$ cat config.mk
export PLATFORM = sky130hd
export DESIGN_NAME = trivium_stream
export DESIGN_NICKNAME = d
export VERILOG_FILES = /design/src/rtl/trivium_pkg.sv /design/src/rtl/trivium_round.sv /design/src/rtl/trivium_stream.sv
export SDC_FILE = /design/constraint.sdc
export NUM_CORES = 1
export LEC_CHECK = 0
export ABC_CLOCK_PERIOD_IN_PS = 1870
export CORE_MARGIN = 4
export CORE_UTILIZATION = 40
export CTS_BUF_LIST = sky130_fd_sc_hd__clkbuf_16
export DETAILED_ROUTE_END_ITERATION = 8
export PLACE_DENSITY = 0.62
export SYNTH_ARGS = -nofsm -noshare
export SYNTH_HDL_FRONTEND = slang
export SYNTH_SLANG_ARGS = --single-unit
$ cat constraint.sdc
create_clock -name clk -period 1.87 [get_ports clk]
set_input_delay 0.187 -clock clk [delete_from_list [all_inputs] [get_ports clk]]
set_output_delay 0.187 -clock clk [all_outputs]
set_load 0.01 [all_outputs]
$ cat src/rtl/trivium_pkg.sv
// trivium_pkg: shared FSM type, tap positions, register lengths and key/iv load helper for the Trivium stream cipher.
package trivium_pkg;
  typedef enum logic [1:0] {ST_IDLE, ST_WARMUP, ST_RUN} state_e;
  localparam int T66 = 66, T69 = 69, T91 = 91, T92 = 92, T93 = 93;
  localparam int T162 = 162, T171 = 171, T175 = 175, T176 = 176, T177 = 177;
  localparam int T243 = 243, T264 = 264, T286 = 286, T287 = 287, T288 = 288;
  localparam int LEN_A = 93, LEN_B = 84, LEN_C = 111;
  localparam int WARMUP_DEF = 1152;
  // bit n-1 of the 288-bit vector holds s_n
  function automatic logic [287:0] load_state(input logic [79:0] key, input logic [79:0] iv);
    return {3'b111, 112'b0, iv, 13'b0, key};
  endfunction
endpackage

$ cat src/rtl/trivium_round.sv
// trivium_round: one combinational Trivium round; bit n-1 of the vector holds s_n.
module trivium_round
  import trivium_pkg::*;
(
  input  logic [287:0] s_i,
  output logic [287:0] s_o,
  output logic         z_o
);
  localparam int B0 = LEN_A;
  localparam int C0 = LEN_A + LEN_B;
  logic t1, t2, t3;
  always_comb begin
    t1 = s_i[T66-1] ^ s_i[T93-1];
    t2 = s_i[T162-1] ^ s_i[T177-1];
    t3 = s_i[T243-1] ^ s_i[T288-1];
    z_o = t1 ^ t2 ^ t3;
    s_o = {s_i[C0+LEN_C-2:C0], t2 ^ (s_i[T175-1] & s_i[T176-1]) ^ s_i[T264-1],
           s_i[B0+LEN_B-2:B0], t1 ^ (s_i[T91-1] & s_i[T92-1]) ^ s_i[T171-1],
           s_i[LEN_A-2:0], t3 ^ (s_i[T286-1] & s_i[T287-1]) ^ s_i[T69-1]};
  end
endmodule

$ cat src/rtl/trivium_stream.sv
// trivium_stream: Trivium keystream generator that XORs W keystream bits onto each accepted plaintext word.
module trivium_stream
  import trivium_pkg::*;
#(
  parameter int W      = 8,
  parameter int WARMUP = WARMUP_DEF
) (
  input  logic         clk,
  input  logic         rst,
  input  logic         init,
  input  logic [79:0]  key,
  input  logic [79:0]  iv,
  output logic         busy,
  output logic         keyed,
  input  logic         in_valid,
  output logic         in_ready,
  input  logic [W-1:0] in_data,
  output logic         out_valid,
  input  logic         out_ready,
  output logic [W-1:0] out_data
);
  localparam int CYC = WARMUP / W;
  localparam int CW = $clog2(CYC + 1);
  state_e state_q, state_d;
  logic [287:0] s_q, s_d;
  logic [CW-1:0] cnt_q, cnt_d;
  logic out_valid_q, out_valid_d;
  logic [W-1:0] out_data_q, out_data_d;
  logic [287:0] st [W+1];
  logic [W-1:0] z;
  logic fire, last;
  assign st[0] = s_q;
  for (genvar i = 0; i < W; i++) begin : g_round
    trivium_round u_round (.s_i(st[i]), .s_o(st[i+1]), .z_o(z[i]));
  end
  assign busy = state_q == ST_WARMUP;
  assign keyed = state_q == ST_RUN;
  assign in_ready = keyed && (!out_valid_q || out_ready);
  assign fire = in_valid && in_ready;
  assign last = cnt_q == CW'(CYC - 1);
  assign out_valid = out_valid_q;
  assign out_data = out_data_q;
  // init wins over everything, including a handshake in the same cycle
  always_comb begin
    state_d = state_q;
    s_d = s_q;
    cnt_d = cnt_q;
    out_valid_d = out_valid_q;
    out_data_d = out_data_q;
    if (init) begin
      state_d = ST_WARMUP;
      s_d = load_state(key, iv);
      cnt_d = '0;
      out_valid_d = 1'b0;
    end else if (busy) begin
      s_d = st[W];
      cnt_d = last ? cnt_q : cnt_q + CW'(1);
      state_d = last ? ST_RUN : ST_WARMUP;
    end else if (fire) begin
      s_d = st[W];
      out_data_d = in_data ^ z;
      out_valid_d = 1'b1;
    end else if (out_ready) begin
      out_valid_d = 1'b0;
    end
  end
  always_ff @(posedge clk or negedge rst) begin
    if (!rst) begin
      state_q <= ST_IDLE;
      s_q <= '0;
      cnt_q <= '0;
      out_valid_q <= 1'b0;
      out_data_q <= '0;
    end else begin
      state_q <= state_d;
      s_q <= s_d;
      cnt_q <= cnt_d;
      out_valid_q <= out_valid_d;
      out_data_q <= out_data_d;
    end
  end
endmodule

==> results of run 1 <==
[Yosys cell counts (11+ instances only)]
cell type | n | area share
dfrtp_1 | 307 | 0.53
mux2i_1 | 162 | 0.11
buf_4 | 11 | 0.0057
nor2_1 | 14 | 0.0036
xor3_1 | 16 | 0.026
xnor2_1 | 65 | 0.039
buf_2 | 21 | 0.0072
o21ai_1 | 218 | 0.075
clkbuf_1 | 45 | 0.012
nand2b_1 | 119 | 0.051
buf_6 | 15 | 0.012
nand2_1 | 308 | 0.080
o21ai_0 | 63 | 0.022
[logic make-up after synthesis]
kind of cell / Yosys count
multiplexers: 170
AO/OA/AOI/OAI: 295
XOR/XNOR: 85
adder cells (fa/ha/maj): 1
buffers and inverters: 98
flip-flops: 307
AND/OR/NAND/NOR: 456
[what timing repair did]
item | CTS | global route
endpoints found under the hold margin | 52 | 0
resized for setup | 3 | 47
buffers inserted | 4 | 14
endpoints found under the setup margin | 2 | 192
hold buffers | 2 | 0
cloned | 0 | 17
pin swaps | 0 | 6
[cells in the final DEF (no fill, tap or decap), types with 2 or more instances in the layout]
cell             instances
mux2_2                   8
clkdlybuf4s50_1        179
nand2_1                296
nand2b_1               118
clkinv_2                 2
clkbuf_16               49
o21ai_0                 62
nand3_1                  2
buf_8                    4
buf_16                   5
buf_4                   45
o21ai_2                 14
o21ai_1                205
dlygate4sd2_1            2
a22o_1                   8
xor2_1                   4
and2_1                   2
nor2_1                  14
and3_1                   2
dfrtp_1                307
mux2i_1                162
inv_1                   10
clkinv_1                11
inv_6                    3
xnor2_1                 65
xor3_1                  16
a21oi_1                  2
buf_12                  22
buf_6                    7
nand2_2                 12
nand4_1                  3
nor2b_1                  3
dlygate4sd3_1            2
[layout make-up]
type                            count  area [sq um]
Clock buffer                       35         875.8
Sequential cell                   307          7682
Inverter                            2         7.507
Timing Repair Buffer              281          3247
Fill cell                        3199         16740
Tap cell                          461         576.8
Clock inverter                     27         148.9
Multi-Input combinational cell   1007          6380
[per-layer routing]
metal  part of all wire  routed length, microns  track usage  up-vias
met5                  0                       0            0        -
met4              0.017                     602      0.03901        0
met3              0.063                    2286      0.04692       44
met2               0.46                   16890       0.2811      201
met1               0.46                   16700       0.2423     4950
li1                   -                       -            -     5183
[worst paths after layout]
kind	startpoint	cells past startpoint	slack, ns	end
worst min-delay path	rst	2	0.17	s_q[89]
worst max-delay path	state_q[1]	9	-0.07	s_q[80]
worst min register to register	s_q[82]	2	0.48	s_q[82]
min in group clk	iv[33]	3	0.30	s_q[126]
max in group asynchronous	rst	3	0.90	s_q[189]
worst max register to register	state_q[1]	9	-0.07	s_q[80]
[sequential cells by signal, indices dropped and copies added, names as in the netlist]
| name | cells |
|---|---|
| out_data | 8 |
| state_q | 2 |
| out_valid | 1 |
| s_q | 288 |
| cnt_q | 8 |
[per-stage QoR]
stage | utilization | setup WS (ns)
3_5_place_dp | 0.4818 | -0.04651
3_3_place_gp | 0.4818 | -0.04695
6_report | 0.5306 | -0.06770
5_1_grt | 0.5306 | -0.1345
4_1_cts | 0.5119 | 0.01442
2_1_floorplan | - | 0.2894
[report_power, final]
group	switching [mW]	leakage (nW)	internal, mW
sequential	0.385	3.88	7.15
combinational	0.905	3.80	1.15
clock	2.68	0.532	3.54
==> flow_summary.toml, run 1 <==
[routing]
drc_errors = 0
drt_first_iter_violations = 543
routed_via_density = 4.895
routed_wl_mm = 36.48
vias = 10378
post_drt_wl_per_cell_microns = 17.21
drtAntennaViolNets = 0
drtPass1Iterations = 4

[global_route]
grt_pass1_wl_mm = 55.54
antenna_found_initial = 0
grt_pass1_vias = 10311
grt_overflow = 0
grt_max_degree = 68
grt_usage = 0.1756

[synthesis]
ys_seq_area_frac = 0.5290
synth_compound_area_frac = 0.1049
synth-simple-area-share = 0.1410
yosysWarnings = 0
avgSynthCellArea_sq_um = 10.29
yosysUniqueCellTypes = 34
synthXorXnorAreaFrac = 0.06780
yosys.area_share.adder = 0.0008615
ys_ff_latch = 307
synth_area_sq_um = 14520
synth-edff-count = 0
synthMuxAreaShare = 0.1179
synth_nets = 1586
synth_flop_cell = "dfrtp_1"
synth_top_family_by_area = "simple AND/OR/NAND/NOR gates"
synthArstFlopShare = 1.000
synth_cells = 1412

[placement]
dp_hpwl_mm = 24.69
dpl.cell_count = 2022
placedInstanceArea_sq_um = 17180
place_congestion = 0.7896
io_buffers = 184

[power_and_ir_drop]
power.density_nw_per_um2 = 835.8
finalPower_mw = 15.81
leakage_nw = 8.206
max-vdd-ir-drop_mv = 0.6214

[timing]
final.setup.tns_ns = -1.678
fin_hold_ws_ns = 0.1736
hold_viol = 0
setup_viol = 87
rsz0062_at_grt = "true"
finalCritPeriodShare = 1.036
relSlewSlack = 0.6416
maxSlewViolCount = 0
worst_slack_ns = -0.06770
period_needed_ns = 1.938
clock-skew-final_ns = 0.02011
max_freq_mhz = 516.1
tightest_slew_ns = 0.5338

[critical_path]
worstSetupEndpointType = "flop"
cp_slowest_stage_delay_ns = 0.40
crit_fanout = 7
worst-setup-path-type = "flop to flop"
worstSetupStartpointType = "flop"
crit_family = "buffers and inverters"
slowest_stage = "dfrtp_1"
critical_path_required_ns = 2.27
cp_data_arrival_time_ns = 2.33
path_buf_inv = 6
crit_chain = "buf_6 -> and3b_2 -> a211oi_4 -> buf_4 -> buf_12 -> buf_16 -> buf_8 -> clkbuf_16 -> o21ai_1"

[floorplanning]
die_area_sq_um = 39420
rows = 69
die_h_microns = 198.5
pin_count = 185
die_w_microns = 198.5
start_util = 0.4073
core_sq_um = 35660

[clocking]
clockBufferDepth = 3
clock_latency_ns = 0.52
cts_tree = "done"
root_buffer = "clkbuf_16"
numCtsBuffers = 35
clock_sinks = 307
clk_pin_slew_ns = 0.06
h-tree-depth = 2

[finish]
nets = 1808
diodes = 0
post-route-cell-area_sq_um = 18920
drive_gt1_frac = 0.1073
area_delta_synth_final_pct = 30.27
final_cells = 2120

[run_status]
violations = "negative setup slack"
status = "finished with violations"

[job]
max-cap-violations = 0

[hold_path]
hold_path_class = "input port to async pin"
No activity file was read; power rests on OpenSTA's default activity.
==> run 2: changes to the inputs <==
--- a/config.mk
+++ b/config.mk
@@ -6,10 +6,13 @@
 export NUM_CORES = 1
 export LEC_CHECK = 0
+export ABC_AREA = 1
 export ABC_CLOCK_PERIOD_IN_PS = 1870
+export CELL_PAD_IN_SITES_DETAIL_PLACEMENT = 1
+export CELL_PAD_IN_SITES_GLOBAL_PLACEMENT = 2
 export CORE_MARGIN = 4
-export CORE_UTILIZATION = 40
+export CORE_UTILIZATION = 33
 export CTS_BUF_LIST = sky130_fd_sc_hd__clkbuf_16
 export DETAILED_ROUTE_END_ITERATION = 8
-export PLACE_DENSITY = 0.62
+export PLACE_DENSITY = 0.8
 export SYNTH_ARGS = -nofsm -noshare
 export SYNTH_HDL_FRONTEND = slang
==> constraint.sdc (replaced) <==
create_clock -name clk -period 1.87 [get_ports clk]
set_input_delay 0.187 -clock clk [delete_from_list [all_inputs] [get_ports clk]]
set_output_delay 0.187 -clock clk [all_outputs]
set_load 0.05 [all_outputs]
==> run 2 against run 1 <==
The run now ends clean. Synthesized cell count up 30%. Maximum frequency up 14%. Sequential power down 3.3%. Sequential cell count unchanged. Die area up 25%. Cell area about the same. Clock skew about the same. Via count up 25%. Critical path depth down 8. Non-clock buffer count down 41.
==> flow_summary.toml, run 2 <==
[timing]
clock-skew-final_ns = 0.01966
rsz0062_at_grt = "false"
setup_viol = 0
hold_viol = 0
fin_hold_ws_ns = 0.1857
period_needed_ns = 1.699
max_freq_mhz = 588.5
final.setup.tns_ns = 0
maxSlewViolCount = 0
relSlewSlack = 0.6147
finalCritPeriodShare = 0.9087
tightest_slew_ns = 0.5772
worst_slack_ns = 0.1707

[synthesis]
yosysUniqueCellTypes = 28
synth-edff-count = 0
synth_most_common_cell = "nand2_1"
avgSynthCellArea_sq_um = 8.230
synthArstFlopShare = 1.000
synth_area_sq_um = 15050
yosys.area.top_type = "dfrtp_1"
synth_nets = 2003
yosysWarnings = 0
synth_area_leaders = "dfrtp_1, nand2_1, inv_1"
ys_seq_area_frac = 0.5104
synth_cells = 1829
yosys.area.top_type_share = 0.5104
synth_flop_cell = "dfrtp_1"
ys_ff_latch = 307
synth_common_cells = "nand2_1, dfrtp_1, inv_1"

[clocking]
h-tree-depth = 2
clock_latency_ns = 0.57
cts_tree = "done"
clock_sinks = 307
numCtsBuffers = 38
root_buffer = "clkbuf_16"
clockBufferDepth = 3
clk_pin_slew_ns = 0.06
post_cts_buffers = 0

[critical_path]
crit_chain = "dlygate4sd2_1"
cp_data_arrival_time_ns = 1.51
path_buf_inv = 1
crit_fanout = 3
worstSetupEndpointType = "output port"
slowest_stage = "dlygate4sd2_1"
crit_family = "buffers and inverters"
worstSetupStartpointType = "flop"
worst-setup-path-type = "flop to output port"
critical_path_required_ns = 1.68
cp_slowest_stage_delay_ns = 0.56

[placement]
place_ws_ns = -0.008605
io_buffers = 184
dpl.cell_count = 2561
dp_hpwl_mm = 36.60
place_congestion = 0.8283

[power_and_ir_drop]
leakage_nw = 8.936
internal_power_mw = 11.79
clkPwrFrac = 0.422
power.density_nw_per_um2 = 860.6
p_switching_mw = 4.502
swShare = 0.2764
comb_power_share = 0.130
max-vdd-ir-drop_mv = 0.5700
p_seq_frac = 0.447

[global_route]
grt_pass1_vias = 13707
antenna_found_initial = 1
grt_usage = 0.1998
grt_max_degree = 67
grt_pass1_wl_mm = 78.91
grt_overflow = 0

[finish]
final_cells = 2633
drive_gt1_frac = 0.08235
top_register = "s_q"
layout_commonest_cell = "nand2_1"
final_cell_mix = "nand2_1, dfrtp_1, inv_1"
largest_reg_flops = 288
nets = 2184
final_util = 0.4243
fillCellCount = 5255
area_delta_synth_final_pct = 25.75

[routing]
wl_met1_mm = 23.73
drtPass1Iterations = 5
wl_met2_mm = 22.94
routed_via_density = 4.907
routed_wl_mm = 49.44
drtAntennaViolNets = 0
drt_first_iter_violations = 790
vias = 12921
post_drt_wl_per_cell_microns = 18.78
route.met3.wl_mm = 1.730
highest_layer = "met4"
drc_errors = 0

[job]
max-cap-violations = 0

[floorplanning]
rows = 77
die_h_microns = 221.6
core_sq_um = 44610
pin_count = 185
start_util = 0.3374
die_area_sq_um = 49090
die_w_microns = 221.6

[hold_path]
hold_path_class = "input port to async pin"

[run_status]
status = "complete, no violations"
run 2: cells by family (layout without fill, tap and decap cells):
| group | Yosys count | count (layout) | synth area share |
|---|---|---|---|
| flip-flops | 307 | 307 | 0.5104 |
| adder cells (fa/ha/maj) | 1 | 1 | 0.0008311 |
| AND/OR/NAND/NOR | 741 | 741 | 0.1964 |
| XOR/XNOR | 10 | 10 | 0.005819 |
| buffers and inverters | 383 | 594 | 0.1110 |
| AO/OA/AOI/OAI | 387 | 387 | 0.1756 |
| other | 0 | 1 | 0 |
run 2: repair_timing:
item                       CTS  global route
setup endpoints to repair    1             0
hold buffers                 1             0
hold endpoints to repair    53             0
resized for setup            1             0
run 2: path summary, 6_finish.rpt:
kind,from,to,slack [ns],cells after the start
setup / recovery,out_valid,out_valid,0.17,1
hold / removal,rst,s_q[54],0.19,2
setup reg to reg,state_q[0],s_q[170],0.25,7
hold reg to reg,s_q[178],s_q[178],0.48,2
max in group asynchronous,rst,cnt_q[4],0.93,3
min in group clk,iv[17],s_q[110],0.20,3
run 2: final cells by class:
type	count	area, sq um	share of cell area
multi-input cells	1139	5699	0.3011
inverters	284	1079	0.05698
clock buffers	38	950.9	0.05024
flip-flops and latches	307	7682	0.4059
clock inverters	32	207.7	0.01097
well taps	592	740.7	0.03913
diodes	1	2.502	0.0001322
repair buffers	240	2566	0.1356
run 2: through the flow:
| step | instance area (sq um) | total power, mW |
|---|---|---|
| 3_5_place_dp | 17760 | 9.543 |
| 2_1_floorplan | 15050 | 8.414 |
| 3_3_place_gp | 17760 | 9.481 |
| 5_1_grt | 18930 | 17.13 |
| 4_1_cts | 18930 | 16.55 |
| 6_report | 18930 | 16.29 |
run 2: power by group through the flow:
stage | sequential, mW | clock [mW] | combinational, mW
after floorplan | 7.31 | 0 | 1.10
after global placement | 7.39 | 0 | 2.09
after detailed placement | 7.41 | 0 | 2.14
after CTS | 7.29 | 7.10 | 2.16
after global routing | 7.34 | 7.41 | 2.38
final | 7.29 | 6.88 | 2.12
run 2: per-layer routing:
layer  vias to the layer above  GRT usage
met5                         -          0
met4                         0    0.05242
met3                        53    0.03058
met2                       210     0.3241
met1                      6385     0.2812
li1                       6273          -
==> edit: new RTL, config.mk and constraints of run 2 <==
Reset style: synchronous (`rst`), changed in one clocked block.
--- a/src/rtl/trivium_stream.sv
+++ b/src/rtl/trivium_stream.sv
@@ -66,3 +66,3 @@
   end
-  always_ff @(posedge clk or negedge rst) begin
+  always_ff @(posedge clk) begin
     if (!rst) begin
Behaviour: differs if rst is asserted again (counterexample within 4 cycles, from zero or initial values and one cycle with rst low); with rst held inactive, the same outputs for 10 cycles.
==> edit against run 2 <==
  * Sequential power fell by 2%
  * Setup slack lost 0.059 ns
  * Sequential share of layout area is 6.7 points lower
  * Non-clock buffer count rose by 6
  * Area after synthesis is 5.2% lower
  * Die area shrank 5.0%
  * Total power down 0.29%
  * Design area shrank 4.2%
  * Routed wire length rose by 1.2%
  * Combinational power rose by 6%
  * Clock power is essentially flat
  * Utilization rose by 0.43 points
  * Clock skew decreased by 0.011 ns
  * Sequential cell count stayed put
==> edit: results (changes against run 2) <==
layout net count -> 2465 (+13%)
share of synthesized flip-flops with an asynchronous set or reset -> 0% (-100 points)
global-route wire length before repair -> 79600 um (+0.86%)
Distinct cells, synth -> 31 (+11%)
sequential area share after synthesis -> 43.1% (-8.0 points)
clock insertion delay at the later pin of the skew report -> 0.54 ns (-0.03 ns)
CP max stage cell -> dfxtp_1
multi-input gate area in the final layout -> 7160 um^2 (+26%)
arithmetic-cell share of the synthesized area counting full adders, half adders and majority gates -> 0.0877% (+0.0045 points)
DR vias -> 14300 (+10%)
Layout clock area frac -> 6.25% (+0.13 points)
static leakage -> 7.77 nW (-13%)
Met2 Wirelength -> 22500 um (-1.7%)
detailed-placement wirelength estimate -> 35500 um (-3.0%)
layout multi-input combinational cell count -> 1606 (+41%)
core area -> 42300 um^2 (-5.1%)
Non-clock inverters -> 92 (-68%)
Clock power frac -> 42.4% (+0.2 points)
number of clock buffers in the layout -> 39 (+2.6%)
maximum cell stage delay along the critical path -> 0.43 ns (-0.13 ns)
share of layout cells above drive strength 1 -> 5.74% (-2.5 points)
most instantiated flip-flop cell in the synthesis netlist -> dfxtp_1
sequential cell count -> 307 (unchanged)
net count after synthesis -> 2329 (+16%)
Seq area share -> 33.9% (-6.7 points)
routing usage on met3 -> 3.32% (+0.26 points)
status -> complete, no violations
Buffers, non-clock -> 246 (+2.5%)
count of filler cells inserted in the layout -> 5357 (+1.9%)
final routed wire length divided by cell count -> 17.3 um (-7.9%)
post-synthesis xor/xnor area fraction -> 2.76% (+2.2 points)
global-route usage over all layers -> 20.9% (+0.92 points)
M2 GR Usage -> 33.9% (+1.5 points)
maximum fanout encountered on the critical timing path -> 4 (+1)
[edit: changes by cell type after synthesis, moves of 27 or more]
cell,change
dfrtp_1,-307
dfxtp_1,+307
a21oi_1,+223
inv_1,-191
nand2_1,+173
nand3_1,+139
o211ai_1,-112
nor2_1,+111
o22ai_1,-68
clkbuf_1,+61
o22ai_2,-40
a31oi_1,-27
[edit: stage by stage]
stage | cells | setup TNS (ns)
5_1_grt | 2893 | 0
3_3_place_gp | 2828 | 0
4_1_cts | 2893 | 0
2_1_floorplan | 2155 | 0
3_5_place_dp | 2828 | -0.944
6_report | 2893 | 0
[edit: final timing paths]
path	to	slack, ns
worst max-delay path	busy	0.11
worst min-delay path	state_q[0]$_SDFFE_PN0P_	0.11
worst max register to register	s_q[38]$_SDFFE_PN0P_	0.19
worst min register to register	s_q[228]$_SDFFE_PP0P_	0.45
[edit: timing repair]
action / in CTS / in global routing
setup endpoints to repair: 9 / 31
resized for setup: 9 / 1
setup buffers: 0 / 0
hold endpoints to repair: 0 / 0
